File: config.mk
export PLATFORM = sky130hd
export DESIGN_NAME = sargantana_dcache_req_arbiter
export DESIGN_NICKNAME = d
export VERILOG_FILES = /design/src/rtl/sargantana_dcache_req_arbiter.sv
export SDC_FILE = /design/constraint.sdc
export NUM_CORES = 1
export LEC_CHECK = 0
export BUFFER_PORTS_ARGS = -buffer_cell sky130_fd_sc_hd__buf_2
export CAP_MARGIN = 20
export CORE_AREA = 2 2 249 251
export DETAILED_ROUTE_END_ITERATION = 16
export DIE_AREA = 0 0 251 253
export PLACE_DENSITY = 0.36
export SETUP_SLACK_MARGIN = 0.5
export SYNTH_ARGS = -nofsm -noshare
export SYNTH_HDL_FRONTEND = slang
export SYNTH_SLANG_ARGS = --single-unit
File: constraint.sdc
create_clock -name clk_i -period 3.01 [get_ports clk_i]
set_input_delay 0.4515 -clock clk_i [delete_from_list [all_inputs] [get_ports clk_i]]
set_output_delay 0.4515 -clock clk_i [all_outputs]
set_load 0.005 [all_outputs]
File: src/rtl/sargantana_dcache_req_arbiter.sv
// sargantana_dcache_req_arbiter: round-robin sharing of one HPDCache port with SID tagging, abort forwarding and per-client throttling
// Define SARGANTANA_DCACHE_ARB_PRIO_EN to give requester 0 (PTW) fixed priority over the round-robin set.
module sargantana_dcache_req_arbiter #(
  parameter int NREQ            = 2,
  parameter int REQ_W           = 128,
  parameter int RSP_W           = 96,
  parameter int TAG_W           = 8,
  parameter int MAX_OUTSTANDING = 4,
  localparam int SID_W          = $clog2(NREQ)
) (
  input  logic                    clk_i,
  input  logic                    rst_i,
  input  logic [NREQ-1:0]         req_valid_i,
  output logic [NREQ-1:0]         req_ready_o,
  input  logic [NREQ*REQ_W-1:0]   req_data_i,
  input  logic [NREQ*TAG_W-1:0]   req_tag_i,
  input  logic [NREQ-1:0]         req_abort_i,
  output logic [NREQ-1:0]         rsp_valid_o,
  output logic [RSP_W-1:0]        rsp_data_o,
  output logic [TAG_W-1:0]        rsp_tag_o,
  output logic                    dc_req_valid_o,
  input  logic                    dc_req_ready_i,
  output logic [REQ_W-1:0]        dc_req_data_o,
  output logic [SID_W+TAG_W-1:0]  dc_req_tag_o,
  output logic                    dc_req_abort_o,
  input  logic                    dc_rsp_valid_i,
  input  logic [RSP_W-1:0]        dc_rsp_data_i,
  input  logic [SID_W+TAG_W-1:0]  dc_rsp_tag_i
);
  localparam int CNT_W = $clog2(MAX_OUTSTANDING + 1);
`ifdef SARGANTANA_DCACHE_ARB_PRIO_EN
  localparam bit PRIO_EN = 1'b1;
`else
  localparam bit PRIO_EN = 1'b0;
`endif
  logic [SID_W-1:0] rr_ptr, lock_sid, abort_sid, g, g_rr, rsp_sid;
  logic lock, abort_vld, hs;
  logic [NREQ-1:0] elig;
  logic [CNT_W-1:0] cnt [NREQ];
  // Walk the ring backwards so the nearest eligible index after rr_ptr is the last write.
  always_comb begin
    for (int i = 0; i < NREQ; i++) elig[i] = req_valid_i[i] && (cnt[i] < CNT_W'(MAX_OUTSTANDING));
    g_rr = rr_ptr;
    for (int k = NREQ - 1; k >= 0; k--) begin
      automatic int j = (int'(rr_ptr) + k) % NREQ;
      if (elig[j] && !(PRIO_EN && j == 0)) g_rr = SID_W'(j);
    end
    g = lock ? lock_sid : (PRIO_EN && elig[0]) ? '0 : g_rr;
  end
  assign dc_req_valid_o = !rst_i && (|elig || lock);
  assign hs             = dc_req_valid_o && dc_req_ready_i;
  assign req_ready_o    = hs ? NREQ'(1) << g : '0;
  assign dc_req_data_o  = req_data_i[g*REQ_W +: REQ_W];
  assign dc_req_tag_o   = {g, req_tag_i[g*TAG_W +: TAG_W]};
  assign dc_req_abort_o = !rst_i && abort_vld && req_abort_i[abort_sid];
  assign rsp_sid        = dc_rsp_tag_i[SID_W+TAG_W-1 -: SID_W];
  assign rsp_tag_o      = dc_rsp_tag_i[TAG_W-1:0];
  assign rsp_data_o     = dc_rsp_data_i;
  assign rsp_valid_o    = (!rst_i && dc_rsp_valid_i && int'(rsp_sid) < NREQ) ? NREQ'(1) << rsp_sid : '0;
  always_ff @(posedge clk_i or posedge rst_i) begin
    if (rst_i) begin
      rr_ptr    <= '0;
      lock      <= 1'b0;
      lock_sid  <= '0;
      abort_vld <= 1'b0;
      abort_sid <= '0;
      for (int i = 0; i < NREQ; i++) cnt[i] <= '0;
    end else begin
      abort_vld <= hs;
      if (hs) begin
        rr_ptr    <= (int'(g) == NREQ - 1) ? '0 : g + SID_W'(1);
        lock      <= 1'b0;
        abort_sid <= g;
      end else if (dc_req_valid_o) begin
        lock     <= 1'b1;
        lock_sid <= g;
      end
      for (int i = 0; i < NREQ; i++)
        if (req_ready_o[i] && !rsp_valid_o[i] && cnt[i] != CNT_W'(MAX_OUTSTANDING)) cnt[i] <= cnt[i] + CNT_W'(1);
        else if (rsp_valid_o[i] && !req_ready_o[i] && cnt[i] != '0) cnt[i] <= cnt[i] - CNT_W'(1);
    end
  end
endmodule

==> results of run 1 <==
[where the power goes]
part           internal, W  total, W  switching (W)
registers         0.000215  0.000296      0.0000813
logic              0.00260   0.00562        0.00303
clock network     0.000178  0.000246      0.0000677
[cell type report]
class,count,area share [%]
flip-flops and latches,11,4.32
clock buffers,4,1.23
repair buffers,468,45.9
multi-input cells,464,32.4
diodes,3,0.117
inverters,5,0.548
well taps,790,15.4
[registers in the layout, indices dropped and copies added, names as in the netlist]
name,flops
rr_ptr,1
abort_vld,1
lock_sid,1
cnt,6
lock,1
abort_sid,1
[metal layers]
metal / part of all wire, % / GRT usage, %
met5: 0 / 0
met2: 54 / 11.9
met1: 32 / 5.17
met4: 5.2 / 3.30
met3: 8.7 / 1.30
[cell families after synthesis]
group / count (synthesis) / share of synthesized area (%)
AOI/OAI and AO/OA: 21 / 4.98
xor gates and xnor gates: 1 / 0.277
adders and majority gates: 3 / 1.62
buffers and inverters: 140 / 29.9
DFF: 11 / 8.70
muxes: 4 / 1.78
and+or+nand+nor: 435 / 52.7
[synth_stat cells (all sizes together)]
cell     number  area (sq um)
a21o          4          30.0
a21oi         5          25.0
a311oi        1          8.76
and3          3          18.8
buf         128           902
clkbuf        7          26.3
dfrtp        11           275
fa            2          40.0
inv           5          18.8
maj3          1          11.3
mux2          3          33.8
mux2i         1          22.5
nand2       410          1540
nand2b        1          6.26
nand3         3          15.0
nor2         10          40.0
nor2b         2          15.0
nor3          3          15.0
nor3b         1          7.51
nor4          1          6.26
o2111ai       1          8.76
o21ai         4          20.0
o22ai         2          12.5
o311a         1          10.0
o311ai        1          26.3
o31a          1          8.76
o31ai         1          7.51
or3           1          6.26
xor2          1          8.76
[final timing paths]
check | from | end | slack, ps | cells after the start
worst min register to register | abort_sid | abort_sid | 490 | 1
min in group clk_i | rst_i | lock | 490 | 2
worst min-delay path | rst_i | lock | 230 | 2
max in group asynchronous | rst_i | abort_vld | 2340 | 3
worst max register to register | cnt[2] | cnt[2] | 560 | 11
worst max-delay path | cnt[5] | dc_req_data_o[19] | 500 | 10
[worst reg2reg max path, stage by stage, from the launching register on]
cell and delay [ps]:
sky130_fd_sc_hd__dfrtp_2 430, sky130_fd_sc_hd__nor2b_4 140, sky130_fd_sc_hd__maj3_2 220, sky130_fd_sc_hd__mux2i_4 70, sky130_fd_sc_hd__buf_12 150, sky130_fd_sc_hd__buf_12 130, sky130_fd_sc_hd__inv_16 120, sky130_fd_sc_hd__nand2_1 90
sky130_fd_sc_hd__a21o_1 180, sky130_fd_sc_hd__fa_2 370, sky130_fd_sc_hd__o311a_1 360, sky130_fd_sc_hd__a21oi_1 110
[metrics by stage]
stage | instances | util (%) | power, W | cell area [sq um]
floorplan | 615 | - | 0.00233 | 3170
global placement | 1702 | 8.95 | 0.00396 | 5460
detailed placement | 1702 | 8.95 | 0.00396 | 5460
CTS | 1711 | 9.32 | 0.00468 | 5690
global route | 1743 | 10.5 | 0.00670 | 6390
finish | 1745 | 10.5 | 0.00616 | 6400
[what timing repair did]
| item | in CTS | in global routing |
|---|---|---|
| buffers inserted | 2 | 16 |
| resized for setup | 13 | 66 |
| endpoints found under the setup margin | 139 | 117 |
| cloned | 3 | 15 |
| pin swaps | 0 | 19 |
==> impl_metrics.csv, run 1 <==
group,metric,value,unit
synthesis,syn_area_cell,5.15,sq um
sta,worst_slew_margin_rel,63.8,%
cells_and_area,area_growth_syn_to_layout,102,%
clock_network,clk-insertion-delay-late,240,ps
setup_path,worst_path_most_repeated_cell,"sky130_fd_sc_hd__buf_12",
setup_path,critPathArrivalTime,2060,ps
grt,grt_pass1_vias,4431,
synthesis,netlist_area,0.00317,sq mm
status,outcome,"finished, final reports clean",
floorplanning,core_region_area,0.0610,sq mm
cells_and_area,layout_common_cells,"420 x sky130_fd_sc_hd__buf_2, 373 x sky130_fd_sc_hd__nand2_1, 33 x sky130_fd_sc_hd__nand2_2",
clock_network,clock-sinks,11,
cells_and_area,ratio_of_cells_with_drive_above_1_in_the_final_layout,54.5,%
sta,fin_skew,0.891,ps
detailed_routing,drc,0,
clock_network,htree_num_levels,1,
cells_and_area,final_net_count,1340,
clock_network,cts_buffers,3,
job,drv.max_cap_violation_count,0,
setup_path,timing_worst_setup_path_type,"flop to output port",
pwr,cellPowerDensity,963,mW/mm^2
place,detailedPlace.worstSlack,345,ps
clock_network,path_clk_slew,40,ps
detailed_routing,vias_per_instance,2.91,
sta,worst_pin_slew,542,ps
grt,grt.total_usage,5.83,%
cells_and_area,register_area,277,sq um
setup_path,endpoint_kind,"output port",
place,place_congestion,0.716,
pwr,p_leak,3.69,nW
detailed_routing,detailedRoute.firstPassIterationCount,4,
cells_and_area,mostFrequentLayoutCell,"sky130_fd_sc_hd__buf_2",
floorplanning,die_outline_area,0.0635,sq mm
sta,grt_setup_unrepaired,"yes",
floorplanning,initial_utilization,5.19,%
setup_path,path_delay_family,"buffers and inverters",
clock_network,clk_path_buf_depth,2,
sta,hold-worst-slack,231,ps
setup_path,crit_path_start_kind,"flop",
sta,portion_of_the_clock_cycle_consumed_by_the_worst_path_in_the_final_layout,83.4,%
sta,setup_tns,0,ps
synthesis,share_of_the_yosys_chip_area_belonging_to_registers,8.70,%
synthesis,synth_cells,615,
grt,grt_first_pass_wirelength,27.4,mm
clock_network,clock-root-buffer,"sky130_fd_sc_hd__clkbuf_16",
sta,min_period,2510,ps
grt,overflow,0,
setup_path,number_of_buffers_and_inverters_on_the_critical_path,5,
synthesis,warnings_synthesis,0,
detailed_routing,overall_via_count_from_detail_route,5073,
detailed_routing,wl_per_cell,14.8,um
cells_and_area,fill_cells,7165,
setup_path,crit_required,2560,ps
setup_path,worstPathMaxFanout,6,
detailed_routing,initialDrtViolationCount,339,
floorplanning,die_width,251,um
cells_and_area,multiInputGateArea,0.00208,sq mm
grt,grt_max_degree,60,
synthesis,postSynthNetCount,1002,
setup_path,worstPathCellList,"nand2b_4 > maj3_2 > mux2i_4 > buf_12 > buf_12 > buf_12 > clkbuf_16 > nand2_1 > nand2_1 > buf_2",
place,place.port_buffers,423,
clock_network,cts_tree,"yes",
detailed_routing,wl,25.8,mm
sta,fmax,398,MHz
sta,worst_slack,500,ps
sta,maxSlewViolCount,0,
setup_path,max_stage_delay,370,ps
setup_path,cp_slowest_cell,"sky130_fd_sc_hd__dfrtp_1",
clock_network,holdBufCountCts,0,
synthesis,synth_seq_cells,11,
floorplanning,placement_rows,91,
grt,grt_antenna_before_repair,7,
place,dp_hpwl,16.5,mm
floorplanning,floorplan.io_pins,632,
detailed_routing,antenna_violating_nets_post_route,0,
synthesis,netlist-cell-type-count,36,
pwr,worst_ir_drop_vdd,0.407,mV
sta,hold_viol,0,
hold_path,holdCritPathClass,"input pin to asynchronous set/reset pin",
sta,setup_viol,0,
floorplanning,chipHeight,253,um
No activity file was read; power rests on OpenSTA's default activity.
==> run 2, diff against run 1 <==
==> constraint.sdc (replaced) <==
create_clock -name clk_i -period 2.6 [get_ports clk_i]
set_input_delay 0.39 -clock clk_i [delete_from_list [all_inputs] [get_ports clk_i]]
set_output_delay 0.39 -clock clk_i [all_outputs]
set_load 0.005 [all_outputs]
==> impl_metrics.csv, run 2 (same netlist as run 1, synthesis figures left out) <==
group,metric,value,unit
status,outcome,"finished, final reports clean",
sta,worst_slew_margin_rel,73.5,%
place,place.port_buffers,423,
cells_and_area,register_with_the_most_flip_flops,"cnt",
pwr,power.share.clock,4.2,%
setup_path,endpoint_kind,"output port",
clock_network,clk_path_buf_depth,2,
place,place_congestion,0.846,
sta,hold_viol,0,
detailed_routing,antenna_violating_nets_post_route,0,
grt,grt_util_met1,5.48,%
grt,grt_pass1_vias,4872,
grt,overflow,0,
clock_network,clock-root-buffer,"sky130_fd_sc_hd__clkbuf_16",
clock_network,clk-insertion-delay-late,240,ps
sta,hold-worst-slack,96.3,ps
sta,min_period,2460,ps
setup_path,regToRegSetupSlack,200,ps
cells_and_area,area_growth_syn_to_layout,98.9,%
cells_and_area,layout_common_cells,"422 x sky130_fd_sc_hd__buf_2, 379 x sky130_fd_sc_hd__nand2_1, 23 x sky130_fd_sc_hd__nand2_2",
detailed_routing,overall_via_count_from_detail_route,5133,
detailed_routing,drc,0,
setup_path,critPathArrivalTime,2070,ps
pwr,switching_share,52.2,%
floorplanning,core_region_area,0.0610,sq mm
grt,grt.total_usage,7.25,%
sta,fin_skew,0.954,ps
pwr,worst_ir_drop_vdd,0.429,mV
grt,grt_util_met2,15.5,%
pwr,power.sequential.fraction,5.1,%
clock_network,holdBufCountCts,0,
sta,setup_tns,0,ps
floorplanning,placement_rows,91,
clock_network,htree_num_levels,1,
setup_path,worstPathMaxFanout,7,
cells_and_area,ratio_of_cells_with_drive_above_1_in_the_final_layout,54.2,%
floorplanning,die_outline_area,0.0635,sq mm
floorplanning,floorplan.io_pins,632,
detailed_routing,detailedRoute.firstPassIterationCount,4,
hold_path,holdCritPathClass,"input pin to asynchronous set/reset pin",
setup_path,crit_path_start_kind,"flop",
setup_path,crit_required,2210,ps
pwr,p_leak,3.65,nW
sta,portion_of_the_clock_cycle_consumed_by_the_worst_path_in_the_final_layout,94.5,%
setup_path,worstReg2RegEnd,"cnt[2]",
grt,global_route.usage.met3,2.98,%
clock_network,clock-sinks,11,
grt,grt_antenna_before_repair,3,
setup_path,timing_worst_setup_path_type,"flop to output port",
floorplanning,die_width,251,um
sta,fmax,407,MHz
place,dpl-instance-area,0.00552,sq mm
cells_and_area,cell_area_after_layout,0.00630,sq mm
floorplanning,initial_utilization,5.19,%
grt,grt_max_degree,59,
cells_and_area,final_net_count,1333,
detailed_routing,initialDrtViolationCount,328,
detailed_routing,wl,28.3,mm
grt,globalRoute.busiestLayer,"met2",
grt,grt_first_pass_wirelength,32.8,mm
clock_network,cts_tree,"yes",
pwr,cell_internal_pwr,0.00325,W
setup_path,worst_reg2reg_startpoint,"cnt[2]",
pwr,power.combinational.fraction,90.8,%
detailed_routing,vias_per_instance,2.95,
sta,grt_setup_unrepaired,"yes",
cells_and_area,fill_cells,7156,
pwr,switching_power,0.00355,W
floorplanning,chipHeight,253,um
pwr,cellPowerDensity,1080,mW/mm^2
detailed_routing,wl_per_cell,16.3,um
setup_path,r2r_cells,10,
cells_and_area,max_ffs_per_register,6,
clock_network,path_clk_slew,40,ps
place,dp_hpwl,19.8,mm
clock_network,cts_buffers,3,
job,drv.max_cap_violation_count,0,
cells_and_area,mostFrequentLayoutCell,"sky130_fd_sc_hd__buf_2",
sta,worst_pin_slew,394,ps
sta,maxSlewViolCount,0,
sta,setup_viol,0,
[run 2: cell count changes in the layout (fill, tap and decap cells not counted), sizes merged]
| cell | delta |
|---|---|
| clkinv | +1 |
| clkbuf | -3 |
| inv | -1 |
| clkinvlp | +1 |
| buf | -5 |
[run 2: repair_timing]
item / in CTS / in global routing
pin swaps: 0 / 15
gates resized for setup: 26 / 42
cloned: 6 / 9
buffers inserted: 4 / 3
endpoints found under the setup margin: 145 / 145
[run 2: worst max-delay path, stage by stage (launching register included)]
cell and delay, ps:
sky130_fd_sc_hd__dfrtp_1 390, sky130_fd_sc_hd__nand2b_4 140, sky130_fd_sc_hd__maj3_2 310, sky130_fd_sc_hd__mux2i_4 170
sky130_fd_sc_hd__buf_12 180, sky130_fd_sc_hd__buf_12 170, sky130_fd_sc_hd__buf_16 160, sky130_fd_sc_hd__nand2_2 120
sky130_fd_sc_hd__nand2_1 90, sky130_fd_sc_hd__buf_2 110
[run 2: cell type report]
class                   count  area (sq um)  share of cell area, %
clock inverters             1          5.00                 0.0795
inverters                   5          35.0                  0.556
multi-input cells         464          2100                   33.3
repair buffers            461          2810                   44.6
clock buffers               3          75.1                   1.19
flip-flops and latches     11           277                   4.39
diodes                      3          7.51                  0.119
well taps                 790           988                   15.7
[run 2: worst max-delay path by stage]
| stage | startpoint | endpoint | slack [ps] | depth (start not counted) |
|---|---|---|---|---|
| 6_report | cnt[5] | dc_req_data_o[45] | 140 | 9 |
| 5_1_grt | cnt[2] | cnt[2] | 70 | 10 |
| 4_1_cts | cnt[5] | dc_req_data_o[67] | 110 | 9 |
| 3_5_place_dp | req_valid_i[1] | dc_req_data_o[126] | 80 | 9 |
| 3_3_place_gp | req_valid_i[1] | dc_req_data_o[126] | 100 | 9 |
| 2_1_floorplan | cnt[2] | cnt[2] | 460 | 9 |
[run 2: per-layer routing]
metal,wire length (um),vias to the layer above
met1,7540,2165
met5,0,-
met2,15900,490
li1,-,2428
met3,3520,50
met4,1300,0
[run 2: through the flow]
step	cells	utilization, %	setup WS, ps	total power [W]
6_report	1738	10.3	142	0.00680
5_1_grt	1738	10.3	74.9	0.00743
4_1_cts	1723	9.69	109	0.00601
3_5_place_dp	1709	9.04	77.2	0.00462
3_3_place_gp	1709	9.04	98.9	0.00464
2_1_floorplan	615	-	462	0.00271
[run 2: power groups by stage]
stage	logic [W]	clock network (W)	registers, W
2_1_floorplan	0.00238	0	0.000332
5_1_grt	0.00677	0.000300	0.000357
6_report	0.00617	0.000283	0.000344
3_3_place_gp	0.00429	0	0.000350
4_1_cts	0.00537	0.000292	0.000351
3_5_place_dp	0.00427	0	0.000352
==> run 3, diff against run 2 <==
==> constraint.sdc (replaced) <==
create_clock -name clk_i -period 2.6 [get_ports clk_i]
set_input_delay 0.26 -clock clk_i [delete_from_list [all_inputs] [get_ports clk_i]]
set_output_delay 0.26 -clock clk_i [all_outputs]
set_load 0.005 [all_outputs]
==> impl_metrics.csv, run 3 (same netlist as run 1, synthesis figures left out) <==
group,metric,value,unit
detailed_routing,initialDrtViolationCount,294,
cells_and_area,final_net_count,1324,
sta,worst_slew_margin_rel,64.8,%
sta,worst_pin_slew,527,ps
clock_network,cts_buffers,3,
status,outcome,"finished, final reports clean",
sta,setup_viol,0,
setup_path,crit_required,2340,ps
setup_path,critPathArrivalTime,2090,ps
pwr,worst_ir_drop_vdd,0.425,mV
floorplanning,initial_utilization,5.19,%
clock_network,clk_path_buf_depth,2,
detailed_routing,wl_per_cell,15.7,um
sta,maxSlewViolCount,0,
clock_network,cts_tree,"yes",
grt,grt.total_usage,7.52,%
grt,grt_antenna_before_repair,6,
floorplanning,die_outline_area,0.0635,sq mm
sta,hold_viol,0,
clock_network,clock-root-buffer,"sky130_fd_sc_hd__clkbuf_16",
floorplanning,placement_rows,91,
detailed_routing,overall_via_count_from_detail_route,5085,
setup_path,crit_path_start_kind,"flop",
setup_path,timing_worst_setup_path_type,"flop to output port",
sta,portion_of_the_clock_cycle_consumed_by_the_worst_path_in_the_final_layout,90.5,%
cells_and_area,layout_common_cells,"411 x sky130_fd_sc_hd__buf_2, 341 x sky130_fd_sc_hd__nand2_1, 37 x sky130_fd_sc_hd__nand2_2",
place,dp_hpwl,20.0,mm
hold_path,holdCritPathClass,"input pin to asynchronous set/reset pin",
clock_network,clk-insertion-delay-late,240,ps
place,place_congestion,0.916,
place,detailedPlace.worstSlack,233,ps
sta,fmax,425,MHz
clock_network,path_clk_slew,50,ps
floorplanning,floorplan.io_pins,632,
clock_network,holdBufCountCts,0,
setup_path,worst_reg2reg_startpoint,"cnt[2]",
setup_path,worstPathMaxFanout,8,
floorplanning,core_region_area,0.0610,sq mm
cells_and_area,fill_cells,7170,
setup_path,critical_path.startpoint,"cnt[5]",
job,drv.max_cap_violation_count,0,
floorplanning,die_width,251,um
detailed_routing,antenna_violating_nets_post_route,0,
cells_and_area,area_growth_syn_to_layout,106,%
detailed_routing,detailedRoute.firstPassIterationCount,4,
pwr,cellPowerDensity,1070,mW/mm^2
clock_network,clock-sinks,11,
setup_path,endpoint_kind,"output port",
detailed_routing,vias_per_instance,2.94,
sta,fin_skew,5.84,ps
cells_and_area,ratio_of_cells_with_drive_above_1_in_the_final_layout,57.7,%
cells_and_area,register_with_the_most_flip_flops,"cnt",
grt,grt_max_degree,57,
grt,overflow,0,
floorplanning,chipHeight,253,um
pwr,p_leak,3.72,nW
sta,grt_setup_unrepaired,"yes",
sta,worst_slack,246,ps
place,place.port_buffers,423,
grt,grt_first_pass_wirelength,33.7,mm
cells_and_area,max_ffs_per_register,6,
sta,min_period,2350,ps
detailed_routing,wl,27.1,mm
grt,grt_pass1_vias,4774,
cells_and_area,mostFrequentLayoutCell,"sky130_fd_sc_hd__buf_2",
detailed_routing,drc,0,
clock_network,htree_num_levels,1,
sta,setup_tns,0,ps
[run 3: cell types whose count changed in the layout (fill, tap and decap cells not counted), moves of 6 or more]
cell / delta
sky130_fd_sc_hd__nand2_1: -38
sky130_fd_sc_hd__nand2_4: +21
sky130_fd_sc_hd__nand2_2: +14
sky130_fd_sc_hd__clkbuf_16: -6
sky130_fd_sc_hd__buf_6: +7
sky130_fd_sc_hd__buf_2: -11
[run 3: where the power goes]
part           leakage, nW  internal, W  switching [W]
clock network       0.0382     0.000207      0.0000826
logic                 3.55      0.00288        0.00342
registers            0.132     0.000248      0.0000968
[run 3: repair_timing]
action,CTS,global route
setup endpoints to repair,144,143
resized for setup,101,45
pin swaps,43,17
gates cloned,10,2
setup buffers,8,3
[run 3: final cells by class]
class                      count  area [sq um]  share of cell area (%)
antenna                        3          7.51                   0.115
clock buffer                   4          78.8                    1.21
tap                          790           988                    15.2
sequential                    11           277                    4.25
multi-input combinational    464          2330                    35.9
inverter                       5          35.0                   0.538
timing repair buffer         452          2790                    42.8
[run 3: critical path, cell delays in order (launching register included)]
cell and delay (ps):
sky130_fd_sc_hd__dfrtp_1 370, sky130_fd_sc_hd__nand2b_4 130, sky130_fd_sc_hd__maj3_2 320, sky130_fd_sc_hd__mux2i_4 190, sky130_fd_sc_hd__buf_12 170, sky130_fd_sc_hd__buf_12 150
sky130_fd_sc_hd__buf_12 130, sky130_fd_sc_hd__buf_16 150, sky130_fd_sc_hd__nand2_2 50, sky130_fd_sc_hd__nand2_1 60, sky130_fd_sc_hd__buf_2 110
[run 3: worst paths after layout]
kind	endpoint	slack (ps)	cells after the start
hold / removal	lock_sid	160	3
setup / recovery	dc_req_data_o[115]	250	10
hold reg to reg	abort_sid	500	1
max in group asynchronous	cnt[2]	2260	3
min in group clk_i	lock	310	2
setup reg to reg	cnt[1]	280	10
[run 3: metrics by stage]
stage | cells | cell area [sq um] | total power (W) | util, % | hold WS [ps]
floorplan | 615 | 3180 | 0.00271 | - | 152
global placement | 1699 | 5460 | 0.00455 | 8.94 | 428
finish | 1729 | 6510 | 0.00693 | 10.7 | 159
CTS | 1721 | 6240 | 0.00665 | 10.2 | 165
detailed placement | 1699 | 5460 | 0.00454 | 8.94 | 417
global route | 1729 | 6510 | 0.00754 | 10.7 | 186
[run 3: per-layer routing]
metal  track usage (%)  vias up  share of wire (%)
met4              3.13        2                4.2
met3              3.11       55                 11
met5                 0        -              0.048
met1              6.07     2175                 29
li1                  -     2415                  -
met2              15.6      438                 56
